==> src/rtl/ad_jesd204_rx_lane_deskew.sv <==
// ---------------------------------------------------------------------------
// ad_jesd204_rx_lane_deskew
//
// Purpose:
//   Aligns up to NUM_LANES JESD204 receive lanes to a common multiframe
//   boundary. Each lane owns a small elastic FIFO. While aligning, a lane
//   discards words until its multiframe-start marker shows up, then buffers
//   everything from the marker onwards. Once every lane holds its marker,
//   the block waits for an LMFC release pulse. After that, all FIFOs are
//   popped in lockstep, so the marker words of all lanes leave together.
//
// Ports:
//   rx_clk             : single clock, all logic on the rising edge
//   rx_resetn          : synchronous active-low reset
//   cfg_enable         : 1 = align and run, 0 = hold in IDLE and flush
//   in_data            : per-lane link data, lane n at [n*32+:32]
//   in_valid           : per-lane word valid
//   in_mf_start        : per-lane marker, word starts a multiframe
//   in_sof             : start-of-frame octet flags of lane 0
//   lmfc_release       : single-cycle release opportunity pulse
//   rx_data            : deskewed data, all lanes
//   rx_sof             : sof flags that travel with the lane 0 word
//   rx_valid           : rx_data/rx_sof valid
//   status_aligned     : 1 while in RUN
//   status_lane_locked : lane has captured its marker
//   status_err         : sticky overflow/underflow flag
// ---------------------------------------------------------------------------
module ad_jesd204_rx_lane_deskew #(
    parameter int unsigned NUM_LANES = 1,
    parameter int unsigned DEPTH     = 8
) (
    input  logic                    rx_clk,
    input  logic                    rx_resetn,
    input  logic                    cfg_enable,
    input  logic [NUM_LANES*32-1:0] in_data,
    input  logic [NUM_LANES-1:0]    in_valid,
    input  logic [NUM_LANES-1:0]    in_mf_start,
    input  logic [3:0]              in_sof,
    input  logic                    lmfc_release,
    output logic [NUM_LANES*32-1:0] rx_data,
    output logic [3:0]              rx_sof,
    output logic                    rx_valid,
    output logic                    status_aligned,
    output logic [NUM_LANES-1:0]    status_lane_locked,
    output logic                    status_err
);

    localparam int unsigned AW      = $clog2(DEPTH);
    localparam logic [AW:0] PTR_ONE = {{AW{1'b0}}, 1'b1};

    localparam logic [1:0] ST_IDLE         = 2'd0;
    localparam logic [1:0] ST_ALIGN        = 2'd1;
    localparam logic [1:0] ST_WAIT_RELEASE = 2'd2;
    localparam logic [1:0] ST_RUN          = 2'd3;

    // Storage and state
    logic [31:0]             r_mem     [NUM_LANES][DEPTH];
    logic [3:0]              r_sof_mem [DEPTH];
    logic [AW:0]             r_wr_ptr  [NUM_LANES];
    logic [AW:0]             r_rd_ptr  [NUM_LANES];
    logic [NUM_LANES-1:0]    r_locked;
    logic [1:0]              r_state;
    logic [NUM_LANES*32-1:0] r_rx_data;
    logic [3:0]              r_rx_sof;
    logic                    r_rx_valid;
    logic                    r_aligned;
    logic                    r_err;

    // Combinational decode
    logic [1:0]              w_state_nxt;
    logic [NUM_LANES-1:0]    w_full;
    logic [NUM_LANES-1:0]    w_empty;
    logic [NUM_LANES-1:0]    w_wr_req;
    logic [NUM_LANES-1:0]    w_wr_en;
    logic [NUM_LANES-1:0]    w_ovf_lane;
    logic [NUM_LANES-1:0]    w_lock_set;
    logic [NUM_LANES*32-1:0] w_head_data;
    logic [3:0]              w_head_sof;
    logic                    w_rd_en;
    logic                    w_underflow;
    logic                    w_overflow;
    logic                    w_flush;
    logic                    w_all_locked;

    // -----------------------------------------------------------------------
    // FIFO status and head words
    // -----------------------------------------------------------------------
    always_comb begin
        w_full      = '0;
        w_empty     = '0;
        w_head_data = '0;
        for (int n = 0; n < NUM_LANES; n++) begin
            w_empty[n] = (r_wr_ptr[n] == r_rd_ptr[n]);
            // Full: same slot index, but the writer is one lap ahead.
            w_full[n]  = (r_wr_ptr[n][AW] != r_rd_ptr[n][AW]) &&
                         (r_wr_ptr[n][AW-1:0] == r_rd_ptr[n][AW-1:0]);
            w_head_data[n*32 +: 32] = r_mem[n][r_rd_ptr[n][AW-1:0]];
        end
    end

    assign w_head_sof   = r_sof_mem[r_rd_ptr[0][AW-1:0]];
    assign w_all_locked = &r_locked;

    // Lanes are only ever read together; one empty lane stalls all of them.
    assign w_rd_en     = cfg_enable && (r_state == ST_RUN) && !(|w_empty);
    assign w_underflow = cfg_enable && (r_state == ST_RUN) && (|w_empty);

    // -----------------------------------------------------------------------
    // Write side: marker capture and overflow detection
    // -----------------------------------------------------------------------
    always_comb begin
        w_wr_req   = '0;
        w_wr_en    = '0;
        w_ovf_lane = '0;
        w_lock_set = '0;
        for (int n = 0; n < NUM_LANES; n++) begin
            w_lock_set[n] = cfg_enable && (r_state == ST_ALIGN) &&
                            in_valid[n] && in_mf_start[n];
            // Unlocked lanes drop everything until their marker arrives; the
            // marker word itself is the first one stored.
            w_wr_req[n]   = cfg_enable && (r_state != ST_IDLE) && in_valid[n] &&
                            (r_locked[n] || w_lock_set[n]);
            // A same-cycle read frees the slot, so a full FIFO only overflows
            // when nothing is being popped.
            w_ovf_lane[n] = w_wr_req[n] && w_full[n] && !w_rd_en;
            w_wr_en[n]    = w_wr_req[n] && !w_ovf_lane[n];
        end
    end

    assign w_overflow = |w_ovf_lane;

    // Any route back to IDLE discards buffered data and locks immediately.
    assign w_flush = !cfg_enable || (r_state == ST_IDLE) || w_overflow || w_underflow;

    // -----------------------------------------------------------------------
    // State machine next-state
    // -----------------------------------------------------------------------
    always_comb begin
        w_state_nxt = r_state;
        if (!cfg_enable || w_overflow || w_underflow) begin
            w_state_nxt = ST_IDLE;
        end else begin
            case (r_state)
                ST_IDLE: begin
                    w_state_nxt = ST_ALIGN;
                end
                ST_ALIGN: begin
                    // Release pulses are ignored here by construction.
                    if (w_all_locked) begin
                        w_state_nxt = ST_WAIT_RELEASE;
                    end
                end
                ST_WAIT_RELEASE: begin
                    if (lmfc_release) begin
                        w_state_nxt = ST_RUN;
                    end
                end
                default: begin
                    w_state_nxt = ST_RUN;
                end
            endcase
        end
    end

    // -----------------------------------------------------------------------
    // FIFO storage (no reset needed, pointers qualify the contents)
    // -----------------------------------------------------------------------
    always_ff @(posedge rx_clk) begin
        for (int n = 0; n < NUM_LANES; n++) begin
            if (w_wr_en[n]) begin
                r_mem[n][r_wr_ptr[n][AW-1:0]] <= in_data[n*32 +: 32];
            end
        end
        if (w_wr_en[0]) begin
            r_sof_mem[r_wr_ptr[0][AW-1:0]] <= in_sof;
        end
    end

    // -----------------------------------------------------------------------
    // Control state, pointers and registered outputs
    // -----------------------------------------------------------------------
    always_ff @(posedge rx_clk) begin
        if (!rx_resetn) begin
            r_state    <= ST_IDLE;
            r_locked   <= '0;
            r_rx_data  <= '0;
            r_rx_sof   <= '0;
            r_rx_valid <= 1'b0;
            r_aligned  <= 1'b0;
            r_err      <= 1'b0;
            for (int n = 0; n < NUM_LANES; n++) begin
                r_wr_ptr[n] <= '0;
                r_rd_ptr[n] <= '0;
            end
        end else begin
            r_state    <= w_state_nxt;
            r_aligned  <= (w_state_nxt == ST_RUN);
            r_rx_valid <= w_rd_en;

            // Output data holds its last value whenever nothing is read.
            if (w_rd_en) begin
                r_rx_data <= w_head_data;
                r_rx_sof  <= w_head_sof;
            end

            // Sticky error; only a disabled block can clear it.
            if (!cfg_enable) begin
                r_err <= 1'b0;
            end else if (w_overflow || w_underflow) begin
                r_err <= 1'b1;
            end

            for (int n = 0; n < NUM_LANES; n++) begin
                if (w_flush) begin
                    r_wr_ptr[n] <= '0;
                    r_rd_ptr[n] <= '0;
                    r_locked[n] <= 1'b0;
                end else begin
                    if (w_wr_en[n]) begin
                        r_wr_ptr[n] <= r_wr_ptr[n] + PTR_ONE;
                    end
                    if (w_rd_en) begin
                        r_rd_ptr[n] <= r_rd_ptr[n] + PTR_ONE;
                    end
                    if (w_lock_set[n]) begin
                        r_locked[n] <= 1'b1;
                    end
                end
            end
        end
    end

    assign rx_data            = r_rx_data;
    assign rx_sof             = r_rx_sof;
    assign rx_valid           = r_rx_valid;
    assign status_aligned     = r_aligned;
    assign status_lane_locked = r_locked;
    assign status_err         = r_err;

endmodule

==> config.mk <==
export PLATFORM = sky130hd
export DESIGN_NAME = ad_jesd204_rx_lane_deskew
export DESIGN_NICKNAME = d
export VERILOG_FILES = /design/src/rtl/ad_jesd204_rx_lane_deskew.sv
export SDC_FILE = /design/constraint.sdc
export NUM_CORES = 1
export LEC_CHECK = 0
export ABC_AREA = 1
export BUFFER_PORTS_ARGS = -buffer_cell sky130_fd_sc_hd__buf_2
export CAP_MARGIN = 20
export CORE_ASPECT_RATIO = 1.4
export CORE_MARGIN = 1.5
export CORE_UTILIZATION = 55
export DETAILED_ROUTE_END_ITERATION = 10
export HOLD_SLACK_MARGIN = 0.15
export MAX_ROUTING_LAYER = met4
export PLACE_DENSITY = 0.84
export SETUP_SLACK_MARGIN = 0.15
export SKIP_LAST_GASP = 1
export SLEW_MARGIN = 20
export SYNTH_ARGS = -nofsm -noshare
export SYNTH_HDL_FRONTEND = slang
export SYNTH_SLANG_ARGS = --single-unit
==> constraint.sdc <==
create_clock -name rx_clk -period 12.2 [get_ports rx_clk]
set_input_delay 1.22 -clock rx_clk [delete_from_list [all_inputs] [get_ports rx_clk]]
set_output_delay 1.22 -clock rx_clk [all_outputs]
set_load 0.02 [all_outputs]
# Yosys cells after proc, flatten, opt, wreduce, memory -nomap -nowiden
# Memories as Yosys holds them, arrays and structs flattened. A register that Yosys moved wholly into a read port is not among the register bits.
# Index checks and enable logic that the tools add are counted.
word_totals:
  register_bits: 38
  ram_bits: 296
  inputBits: 42
  output_inout_bits: 40
  word_cells: 90
  mem_count: 4
classes:
  addsub: 2
  magnitude_cmp: 3
  eq_ne: 7
  n_mux: 31
  bitwise: 3
  reduce_logical: 34
memory_table:
  columns: ["name", "words", "word_bits", "read_ports", "rd_clocked_by_memory_dff", "write_ports", "line_no", "rtl"]
  rows:
  - ["r_mem", 1, 256, 1, 0, 1, "57", "logic [31:0] r_mem [NUM_LANES][DEPTH];"]
  - ["r_sof_mem", 8, 4, 1, 1, 1, "58", "logic [3:0] r_sof_mem [DEPTH];"]
  - ["r_rd_ptr", 1, 4, 1, 0, 1, "60", "logic [AW:0] r_rd_ptr [NUM_LANES];"]
  - ["r_wr_ptr", 1, 4, 1, 0, 1, "59", "logic [AW:0] r_wr_ptr [NUM_LANES];"]
op_table:
  columns: ["op", "count"]
  rows:
  - ["$mux W256", 1]
  - ["$bmux W32 S3", 1]
  - ["$demux W32 S3", 1]
  - ["$mux W32", 3]
  - ["$mux W1", 17]
  - ["$mux W4", 4]
  - ["$reduce_or A4 Y1", 4]
  - ["$logic_and A1 B1 Y1", 14]
  - ["$add A4 B1 Y4 const B", 2]
  - ["$ge A4 B4 Y1 const B", 2]
  - ["$not A3 Y4", 2]
  - ["$logic_or A1 B1 Y1", 7]
  - ["$eq A2 B2 Y1 const B", 3]
  - ["$mux W2", 3]
  - ["$pmux W2 S3", 1]
  - ["$logic_not A1 Y1", 5]
  - ["$eq A4 B4 Y1", 1]
  - ["$lt A4 B1 Y1 const B", 1]
  - ["$eq A3 B3 Y1", 1]
  - ["$eq A2 B1 Y1 const B", 1]
  - ["$logic_not A2 Y1", 1]
  - ["$reduce_and A2 Y1", 1]
  - ["$reduce_bool A2 Y1", 1]
  - ["$reduce_or A2 Y1", 1]
  - ["2 further kinds", 2]

# Logic depth before layout (Yosys ltp)
# Gate-level depths: netlist of the first run.
logic_depth:
  word_depth: 16
  mapped_depth: 11
  ltp_nobuf: 10

# Worst setup path before layout of the first run
# Ideal clock, no wire load.
synth_timing:
  path_kind: "in2reg"
  from: "input cfg_enable"
  to: "memory r_mem[0][100] (netlist name), enable pin"
  setup_time_ns: 0.474
  arrival_time_ns: 4.250
  required_time_ns: 11.726
  setup_slack_ns: 7.476
  path_stages: 6
  n_path_buf: 0
  path_cell_list: "inv_1 > a21oi_1 > nand2_1 > nor2_1 > nand2_1 > nor3_1"
synth_between:
  elab_chain_len: 11
  word_cells_on_any_way: 16
  cone_classes: "2 x mux; 14 x reduce/logical"
synth_rtl:
  columns: ["item", "line_no", "rtl"]
  rows:
  - ["start: declaration", "34", "input logic cfg_enable,"]
  - ["$logic_and A1 B1 Y1 (2 in a row)", "117", "w_lock_set[n] = cfg_enable && (r_state == ST_ALIGN) &&"]
  - ["$logic_and A1 B1 Y1", "118", "in_valid[n] && in_mf_start[n];"]
  - ["$logic_or A1 B1 Y1", "122", "(r_locked[n] || w_lock_set[n]);"]
  - ["$logic_and A1 B1 Y1", "121", "w_wr_req[n] = cfg_enable && (r_state != ST_IDLE) && in_valid[n] &&"]
  - ["$logic_and A1 B1 Y1 (2 in a row)", "125", "w_ovf_lane[n] = w_wr_req[n] && w_full[n] && !w_rd_en;"]
  - ["$logic_not A1 Y1", "126", "w_wr_en[n] = w_wr_req[n] && !w_ovf_lane[n];"]
  - ["$logic_and A1 B1 Y1 (*)", "126", null]
  - ["$mux W1 (*)", "170", "if (w_wr_en[n]) begin"]
  - ["$mux W256 (not written as such) (*)", "171", "r_mem[n][r_wr_ptr[n][AW-1:0]] <= in_data[n*32 +: 32];"]
  - ["end: declaration", "57", null]
# Mark *: on every way between the ends. The rest lies on a longest branch, timed or not.

# Worst setup path after layout of the first run
layout_timing:
  from: "memory r_rd_ptr[0][2] (netlist name)"
  to: "memory r_mem[0][34] (netlist name), enable pin"
layout_between:
  elab_chain_len: 10
  word_cells_on_any_way: 13
  cone_classes: "2 x eq/ne; 2 x mux; 8 x reduce/logical; 1 x memory"
layout_rtl:
  columns: ["item", "line_no", "rtl"]
  rows:
  - ["start: declaration", "60", null]
  - ["$mem_v2 Z1 W4 (*)", null, null]
  - ["$eq A4 B4 Y1", "93", "w_empty[n] = (r_wr_ptr[n] == r_rd_ptr[n]);"]
  - ["$logic_not A1 Y1", "105", "assign w_rd_en = cfg_enable && (r_state == ST_RUN) && !(|w_empty);"]
  - ["$logic_and A1 B1 Y1", "105", null]
  - ["$logic_not A1 Y1", "125", null]
  - ["$logic_and A1 B1 Y1 (*)", "125", null]
  - ["$logic_not A1 Y1 (*)", "126", null]
  - ["$logic_and A1 B1 Y1 (*)", "126", null]
  - ["$mux W1 (*)", "170", null]
  - ["$mux W256 (not written as such) (*)", "171", null]
# Marked as above.

==> impl_summary.txt, run 1 <==
----------------------------------------------------
[Status]
  Run status ... finished clean

[Clock tree]
  Maximum level of the CTS H-tree ... 1
  Num CTS Buffers ... 30
  CTS root buf ... sky130_fd_sc_hd__clkbuf_16
  Clock input transition at the sequential cells of the worst setup and hold paths ... 70 ps
  Num Clock Sinks ... 338
  Number of instances resized during post-cts repair ... 0
  CTS tree ... done
  Hold-fix buffer count after cts ... 0
  Maximum number of buffers from clock root to sink ... 3
  Clk Latency, worst-skew pair ... around 550 ps
  Count of buffers added by post-CTS timing repair for setup ... 0

[Place]
  Routability cong. ... 0.773
  Placed Instances ... 1711
  Count of port buffers added during placement ... 81
  Sum of net half-perimeters after detailed placement ... between 15000 and 20000 um

[STA]
  Setup Skew ... roughly 15 ps
  Sum Neg Setup Slack ... 0 ps
  Endpoints failing setup ... 0
  Tmin final ... 3350 ps
  RSZ-0062 raised after global routing ... false
  Number of hold-slack violations in the final timing report ... 0
  Slew @ Worst Pin ... 988 ps
  Max Transition Viols Final ... 0
  Tightest slew margin relative to the limit ... 34.1%
  Fin Hold WS ... 511 ps
  Period utilization ... 27.4%
  Maximum achievable frequency ... approximately 300 MHz

[Logic synthesis]
  Most numerous cell in the Yosys netlist ... sky130_fd_sc_hd__nand2_1
  Post-synthesis async set-or-reset flop share ... 0%
  Number of cells produced by synthesis ... about 1400
  Synth top area cells ... sky130_fd_sc_hd__edfxtp_1, sky130_fd_sc_hd__nand2_1, sky130_fd_sc_hd__nor2_1, sky130_fd_sc_hd__dfxtp_1, sky130_fd_sc_hd__inv_1
  Share of the synthesized area in the top cell type ... 63.5%
  Flop and latch count out of synthesis ... 338
  Library cell occupying the most area in the post-synthesis netlist ... sky130_fd_sc_hd__edfxtp_1
  Number of enable flip-flop cells after synthesis ... between 200 and 300
  Most common library cells after synthesis ... sky130_fd_sc_hd__nand2_1, sky130_fd_sc_hd__nor2_1, sky130_fd_sc_hd__edfxtp_1
  Sequential element share of the synthesized area ... between 60% and 70%
  Nets in the synthesized netlist ... 1416
  Most instantiated flip-flop cell in the synthesis netlist ... sky130_fd_sc_hd__edfxtp_1
  Count of distinct cell types in the synthesized netlist ... 25
  Post-synthesis instance area ... 0.0140 sq mm
  Mean area per synthesized cell ... 10.2 sq um
  YS warnings ... 0

[Routing]
  Post-route antenna net violation count ... 0
  Vias post-DR ... around 9400
  Via-per-instance ratio ... 5.29
  Final routed wire length divided by cell count ... 15.8 um
  Post-detailed-route DRC marker count ... 0
  DRT Wirelength ... 28000 um
  Violation count after the first detailed-route iteration ... 926
  First drt pass iteration count ... 5

[Floorplan]
  CORE AREA ... 0.0248 sq mm
  Initial standard-cell utilization of the core ... 56.4%
  Width of the die ... 138 um
  Area of the die ... ~0.026 sq mm
  Number of core rows ... between 60 and 70
  Vertical extent of the die ... 192 um
  Top-level port count ... approximately 80

[Power]
  Switching power ... 0.460 mW
  Power density cells ... around 150 mW/mm^2
  Share of power burned in registers ... 55.2%
  Leak Pwr ... 6.13 nW
  Portion of total power attributed to combinational logic ... 2.9%
  Internal power ... between 1.5 and 2 mW
  Switching portion of total power ... 20.2%
  VDD IR-drop max ... roughly 0.12 mV
  Relative contribution of the clock network to total power ... 41.9%

[Setup path]
  Critical path class ... register to register
  Flop2flop setup slack ... around 9000 ps
  Sort of element at the start of the critical path ... register
  Worst-path fanout max ... 40
  Element type at the critical path end ... register
  Critical path arrival ... 3560 ps
  Required time of the critical path ... 12410 ps

[Global routing]
  Remaining global-route overflow ... 0
  Global-route wire length before repair ... between 40000 and 50000 um
  Tot GR Track Use ... 21.9%
  Antenna violations before repair ... 2
  Maximum number of pins on one net before global-route repair ... 223
  Vias in the first global route ... 9057

[Job]
  Max-Cap Viols ... 0

[Layout]
  Number of nets in the final layout ... 1474
  Relative area change from synthesis to final layout ... 11.8%
  Non-filler cells in the finished layout ... 1771
  Ratio of cells with drive above 1 in the final layout ... 10.9%

[Worst hold path]
  Classification of the worst-slack hold path ... register to register

----------------------------------------------------
==> power by group through the flow <==
stage	Combinational, mW	Sequential [mW]	Clock [mW]
floorplan	0.0367	1.28	0
CTS	0.0647	1.26	0.962
global placement	0.0605	1.28	0
global route	0.0734	1.26	1.00
finish	0.0654	1.26	0.955
detailed placement	0.0639	1.28	0
==> placed cells by master, fill, tap and decap left out, types with 3 or more instances in the layout <==
| cell type | instances |
|---|---|
| sky130_fd_sc_hd__clkbuf_16 | 31 |
| sky130_fd_sc_hd__nor2_1 | 305 |
| sky130_fd_sc_hd__clkbuf_1 | 11 |
| sky130_fd_sc_hd__xnor2_1 | 3 |
| sky130_fd_sc_hd__nor3_2 | 3 |
| sky130_fd_sc_hd__bufinv_16 | 3 |
| sky130_fd_sc_hd__clkinvlp_4 | 3 |
| sky130_fd_sc_hd__nor2_4 | 5 |
| sky130_fd_sc_hd__o21ai_0 | 71 |
| sky130_fd_sc_hd__edfxtp_1 | 296 |
| sky130_fd_sc_hd__inv_1 | 119 |
| sky130_fd_sc_hd__nand4_1 | 4 |
| sky130_fd_sc_hd__buf_4 | 10 |
| sky130_fd_sc_hd__inv_2 | 8 |
| sky130_fd_sc_hd__nand3_1 | 16 |
| sky130_fd_sc_hd__o21ai_1 | 73 |
| sky130_fd_sc_hd__dfxtp_1 | 42 |
| sky130_fd_sc_hd__buf_2 | 81 |
| sky130_fd_sc_hd__nand2_1 | 345 |
| sky130_fd_sc_hd__xor2_1 | 3 |
==> final cells by class <==
type / instances / area [sq um]
Timing Repair Buffer: 94 / 548
Clock inverter: 13 / 174
Tap cell: 315 / 394
Multi-Input combinational cell: 838 / 3480
Inverter: 128 / 483
Sequential cell: 338 / 9730
Antenna cell: 2 / 5.00
Fill cell: 1792 / 9200
Clock buffer: 43 / 831
==> critical path: stages (launching register included) <==
cell	delay, ps
sky130_fd_sc_hd__edfxtp_1	320
sky130_fd_sc_hd__buf_4	470
sky130_fd_sc_hd__inv_2	500
sky130_fd_sc_hd__nand2_1	210
sky130_fd_sc_hd__nand2_1	110
sky130_fd_sc_hd__nand3_1	140
sky130_fd_sc_hd__nand2_1	260
sky130_fd_sc_hd__nor2_4	530
sky130_fd_sc_hd__buf_4	440
==> final timing paths <==
kind | end | startpoint | cells after the start
worst max-delay path | r_mem[0][34]$_DFFE_PP_ | r_rd_ptr[0][2]$_SDFFCE_PN0P_ | 8
worst min-delay path | rx_data[13]$_SDFFE_PN0P_ | rx_data[13]$_SDFFE_PN0P_ | 4
worst max register to register | r_mem[0][34]$_DFFE_PP_ | r_rd_ptr[0][2]$_SDFFCE_PN0P_ | 8
worst min register to register | rx_data[13]$_SDFFE_PN0P_ | rx_data[13]$_SDFFE_PN0P_ | 4
==> cell families (layout without fill, tap and decap cells) <==
group           count (synthesis)  after routing  share of synthesized area, %
compound gates                146            146                          5.22
xor+xnor                        6              6                         0.375
fa+ha+maj                       2              2                         0.179
buf+inv                       196            278                          6.01
flops                         338            338                          69.5
other cells                     0              2                             0
simple gates                  684            684                          18.7
==> sequential cells by signal (all words and copies together) (netlist names) <==
register	cells
r_mem	256
r_sof_mem	32
rx_data	32
r_rd_ptr	4
r_wr_ptr	4
rx_sof	4
r_state	2
rx_valid	1
status_aligned	1
status_err	1
status_lane_locked	1
==> layer usage <==
| metal | global-route usage [%] | part of all wire [%] |
|---|---|---|
| met5 | - | 0 |
| met4 | 10.1 | 2.4 |
| met3 | 2.98 | 6.4 |
| met2 | 38.1 | 53 |
| met1 | 25.1 | 39 |
==> through the flow <==
step | cell area [sq um] | util, % | total power [mW] | worst slack [ps]
floorplan | 14000 | - | 1.32 | 7480
global placement | 14600 | 58.7 | 1.34 | 8750
detailed placement | 14600 | 58.7 | 1.35 | 8680
CTS | 15600 | 62.8 | 2.28 | 8840
global route | 15600 | 63.0 | 2.33 | 8670
finish | 15600 | 63.0 | 2.28 | 8850
(Power assumes the default switching activity.)
==> inputs of run 2 (changes only) <==
clock period = 3.2 ns   (was 12.2 ns; I/O delays follow)
==> run 2 against run 1 <==
Against the previous run:
- worst setup slack lost 8100 ps
- sequential share of layout area shrank 1.8 points
- routed wire length grew 2.9%
- first-iteration DRC count shrank 2.6%
- cell area grew 3.0%
- global-route usage grew 0.86 points
- critical path depth grew 1
- die area is the same
- non-clock buffer count grew 40
- via count grew 1.8%
==> impl_summary.txt, run 2 (same netlist as run 1, synthesis figures left out) <==
----------------------------------------------------
[Clock tree]
  Maximum level of the CTS H-tree ... 1 (unchanged)
  Num Clock Sinks ... 338 (unchanged)
  CTS root buf ... sky130_fd_sc_hd__clkbuf_16 (unchanged)
  Number of instances resized during post-cts repair ... 0 (unchanged)
  Hold-fix buffer count after cts ... 37 (was 0)
  Num CTS Buffers ... 30 (unchanged)
  Count of buffers added by post-CTS timing repair for setup ... 0 (unchanged)
  Maximum number of buffers from clock root to sink ... 3 (unchanged)
  CTS tree ... done (unchanged)
  Clock input transition at the sequential cells of the worst setup and hold paths ... 70 ps (about the same)
  Clk Latency, worst-skew pair ... 550 ps (about the same)

[Floorplan]
  Area of the die ... 0.0264 sq mm (unchanged)
  Vertical extent of the die ... 192 um (unchanged)
  Top-level port count ... 82 (unchanged)
  CORE AREA ... 0.0248 sq mm (unchanged)
  Initial standard-cell utilization of the core ... 56.4% (unchanged)
  Width of the die ... 138 um (unchanged)
  Number of core rows ... 68 (unchanged)

[Setup path]
  Worst-path fanout max ... 20 (was 40)
  List of cells traversed by the critical path ... dlygate4sd3_1 > buf_2 > inv_1 > a21oi_1 > nand2_1 > nor2_1 > nand2_1 > nor2_4 > buf_12 (was buf_4 > inv_2 > nand2_1 > nand2_1 > nand3_1 > nand2_1 > nor2_4 > buf_4)
  Element type at the critical path end ... register (unchanged)
  Critical path arrival ... 2730 ps (was 3560 ps)
  Sort of element at the start of the critical path ... input pin (was register)
  Crit-path leading delay family ... simple AND/OR/NAND/NOR gates (was buffers and inverters)
  Critical path's most frequent cell ... sky130_fd_sc_hd__nand2_1 (unchanged)
  Buffers and inverters on the worst path ... 4 (was 3)
  Required time of the critical path ... 3460 ps (was 12410 ps)
  Flop2flop setup slack ... 730 ps (was 8850 ps)
  Critical path class ... input pin to register (was register to register)
  Cell with the biggest individual delay on the critical path ... sky130_fd_sc_hd__nor2_4 (unchanged)
  Crit-path max cell delay ... 580 ps (was 530 ps)

[STA]
  Max Transition Viols Final ... 0 (unchanged)
  Slew @ Worst Pin ... 935 ps (was 988 ps)
  Setup Skew ... 13.0 ps (was 15.1 ps)
  Tmin final ... 2470 ps
  Endpoints failing setup ... 0 (unchanged)
  Period utilization ... between 70% and 80%
  Tightest slew margin relative to the limit ... 37.7% (was 34.1%)
  Maximum achievable frequency ... slightly above 400 MHz
  PnR worst setup slack ... 731 ps (was 8850 ps)
  Number of hold-slack violations in the final timing report ... 0 (unchanged)
  RSZ-0062 raised after global routing ... false (unchanged)
  Sum Neg Setup Slack ... 0 ps (unchanged)

[Global routing]
  GRT met2 Usage ... 40.1% (was 38.1%)
  Most utilized layer in the global route result ... met2 (unchanged)
  Remaining global-route overflow ... 0 (unchanged)
  Antenna violations before repair ... 0 (was 2)
  GR Util met1 ... 26.8% (was 25.1%)
  Global-route wire length before repair ... 45300 um (was 43700 um)
  Maximum number of pins on one net before global-route repair ... 221 (was 223)
  Tot GR Track Use ... 22.8% (was 21.9%)
  GR Util met3 ... 2.32% (was 2.98%)
  Vias in the first global route ... 9408 (was 9057)

[Layout]
  Non-filler cells in the finished layout ... 1809 (was 1771)
  Number of inserted diodes ... 0 (was 2)
  Fill count ... 1768 (was 1792)
  Commonest cells after routing, fill and taps aside ... sky130_fd_sc_hd__nand2_1, sky130_fd_sc_hd__nor2_1, sky130_fd_sc_hd__edfxtp_1, sky130_fd_sc_hd__inv_1, sky130_fd_sc_hd__buf_2 (unchanged)
  Final core utilization ... 64.8% (was 63.0%)
  Relative area change from synthesis to final layout ... 15.1% (was 11.8%)
  Number of nets in the final layout ... 1514 (was 1474)
  Ratio of cells with drive above 1 in the final layout ... 11.4% (was 10.9%)
  Max FFs per register ... 256 (unchanged)
  Commonest non-fill, non-tap cell in the layout ... sky130_fd_sc_hd__nand2_1 (unchanged)

[Power]
  Relative contribution of the clock network to total power ... 42.1% (was 41.9%)
  Leak Pwr ... 6.32 nW (was 6.13 nW)
  PnR Total Power ... 8.78 mW (was 2.28 mW)
  Internal power ... 6.95 mW (was 1.82 mW)
  Switching power ... 1.82 mW (was 0.460 mW)
  VDD IR-drop max ... 0.479 mV (was 0.117 mV)
  Switching portion of total power ... 20.8% (was 20.2%)
  Power density cells ... 545 mW/mm^2 (was 146 mW/mm^2)
  Share of power burned in registers ... 54.6% (was 55.2%)
  Portion of total power attributed to combinational logic ... 3.3% (was 2.9%)

[Routing]
  Via-per-instance ratio ... 5.27 (was 5.29)
  Final routed wire length divided by cell count ... 15.9 um (was 15.8 um)
  Post-detailed-route DRC marker count ... 0 (unchanged)
  Post-route antenna net violation count ... 0 (unchanged)
  DRT Wirelength ... 28800 um (was 28000 um)
  First drt pass iteration count ... 6 (was 5)
  Violation count after the first detailed-route iteration ... 902 (was 926)
  Vias post-DR ... 9541 (was 9374)

[Place]
  Count of port buffers added during placement ... 81 (unchanged)
  Placed Instances ... 1716 (was 1711)
  Routability cong. ... 0.814 (was 0.773)
  Sum of net half-perimeters after detailed placement ... 16200 um (was 15300 um)
  Placement Setup Slack ... 776 ps (was 8680 ps)

[Job]
  Max-Cap Viols ... 0 (unchanged)

[Worst hold path]
  Classification of the worst-slack hold path ... input pin to register (was register to register)

[Status]
  Run status ... finished clean (unchanged)

----------------------------------------------------
-- run 2: worst paths after layout --
| check | startpoint | to | cells past startpoint |
|---|---|---|---|
| setup / recovery | cfg_enable | r_mem[0][236]$_DFFE_PP_ | 9 |
| hold / removal | lmfc_release | status_aligned$_SDFF_PN0_ | 4 |
| setup reg to reg | r_state[0]$_SDFF_PN0_ | r_mem[0][236]$_DFFE_PP_ | 7 |
| hold reg to reg | rx_data[15]$_SDFFE_PN0P_ | rx_data[15]$_SDFFE_PN0P_ | 4 |
-- run 2: layout make-up --
cell class	instances	area [sq um]	area share, %
tap	315	394	2.45
multi-input combinational	838	3480	21.6
inverter	128	483	3.00
clock buffer	33	793	4.92
clock inverter	23	244	1.51
timing repair buffer	134	983	6.10
sequential	338	9730	60.4
-- run 2: tightest hold or removal path: cells and delay by family --
kind | cells | cell delay (ps)
buffers and inverters | 1 | 80
and+or+nand+nor | 3 | 280
-- run 2: per-stage QoR --
| stage | area [sq um] | hold WS [ps] |
|---|---|---|
| floorplan | 14000 | 419 |
| global placement | 14700 | 498 |
| detailed placement | 14700 | 502 |
| CTS | 16100 | 159 |
| global route | 16100 | 201 |
| finish | 16100 | 164 |
-- run 2: power groups by stage --
stage | clock network, mW | registers, mW | logic (mW)
2_1_floorplan | 0 | 4.89 | 0.140
3_5_place_dp | 0 | 4.89 | 0.248
3_3_place_gp | 0 | 4.89 | 0.237
5_1_grt | 3.91 | 4.79 | 0.319
6_report | 3.70 | 4.79 | 0.287
4_1_cts | 3.73 | 4.79 | 0.285
-- run 2: layer usage --
metal / share of wire, % / wire length [um]
met2: 53 / 15200
met3: 6.6 / 1900
met4: 3.1 / 887
met5: 0 / 0
met1: 37 / 10800
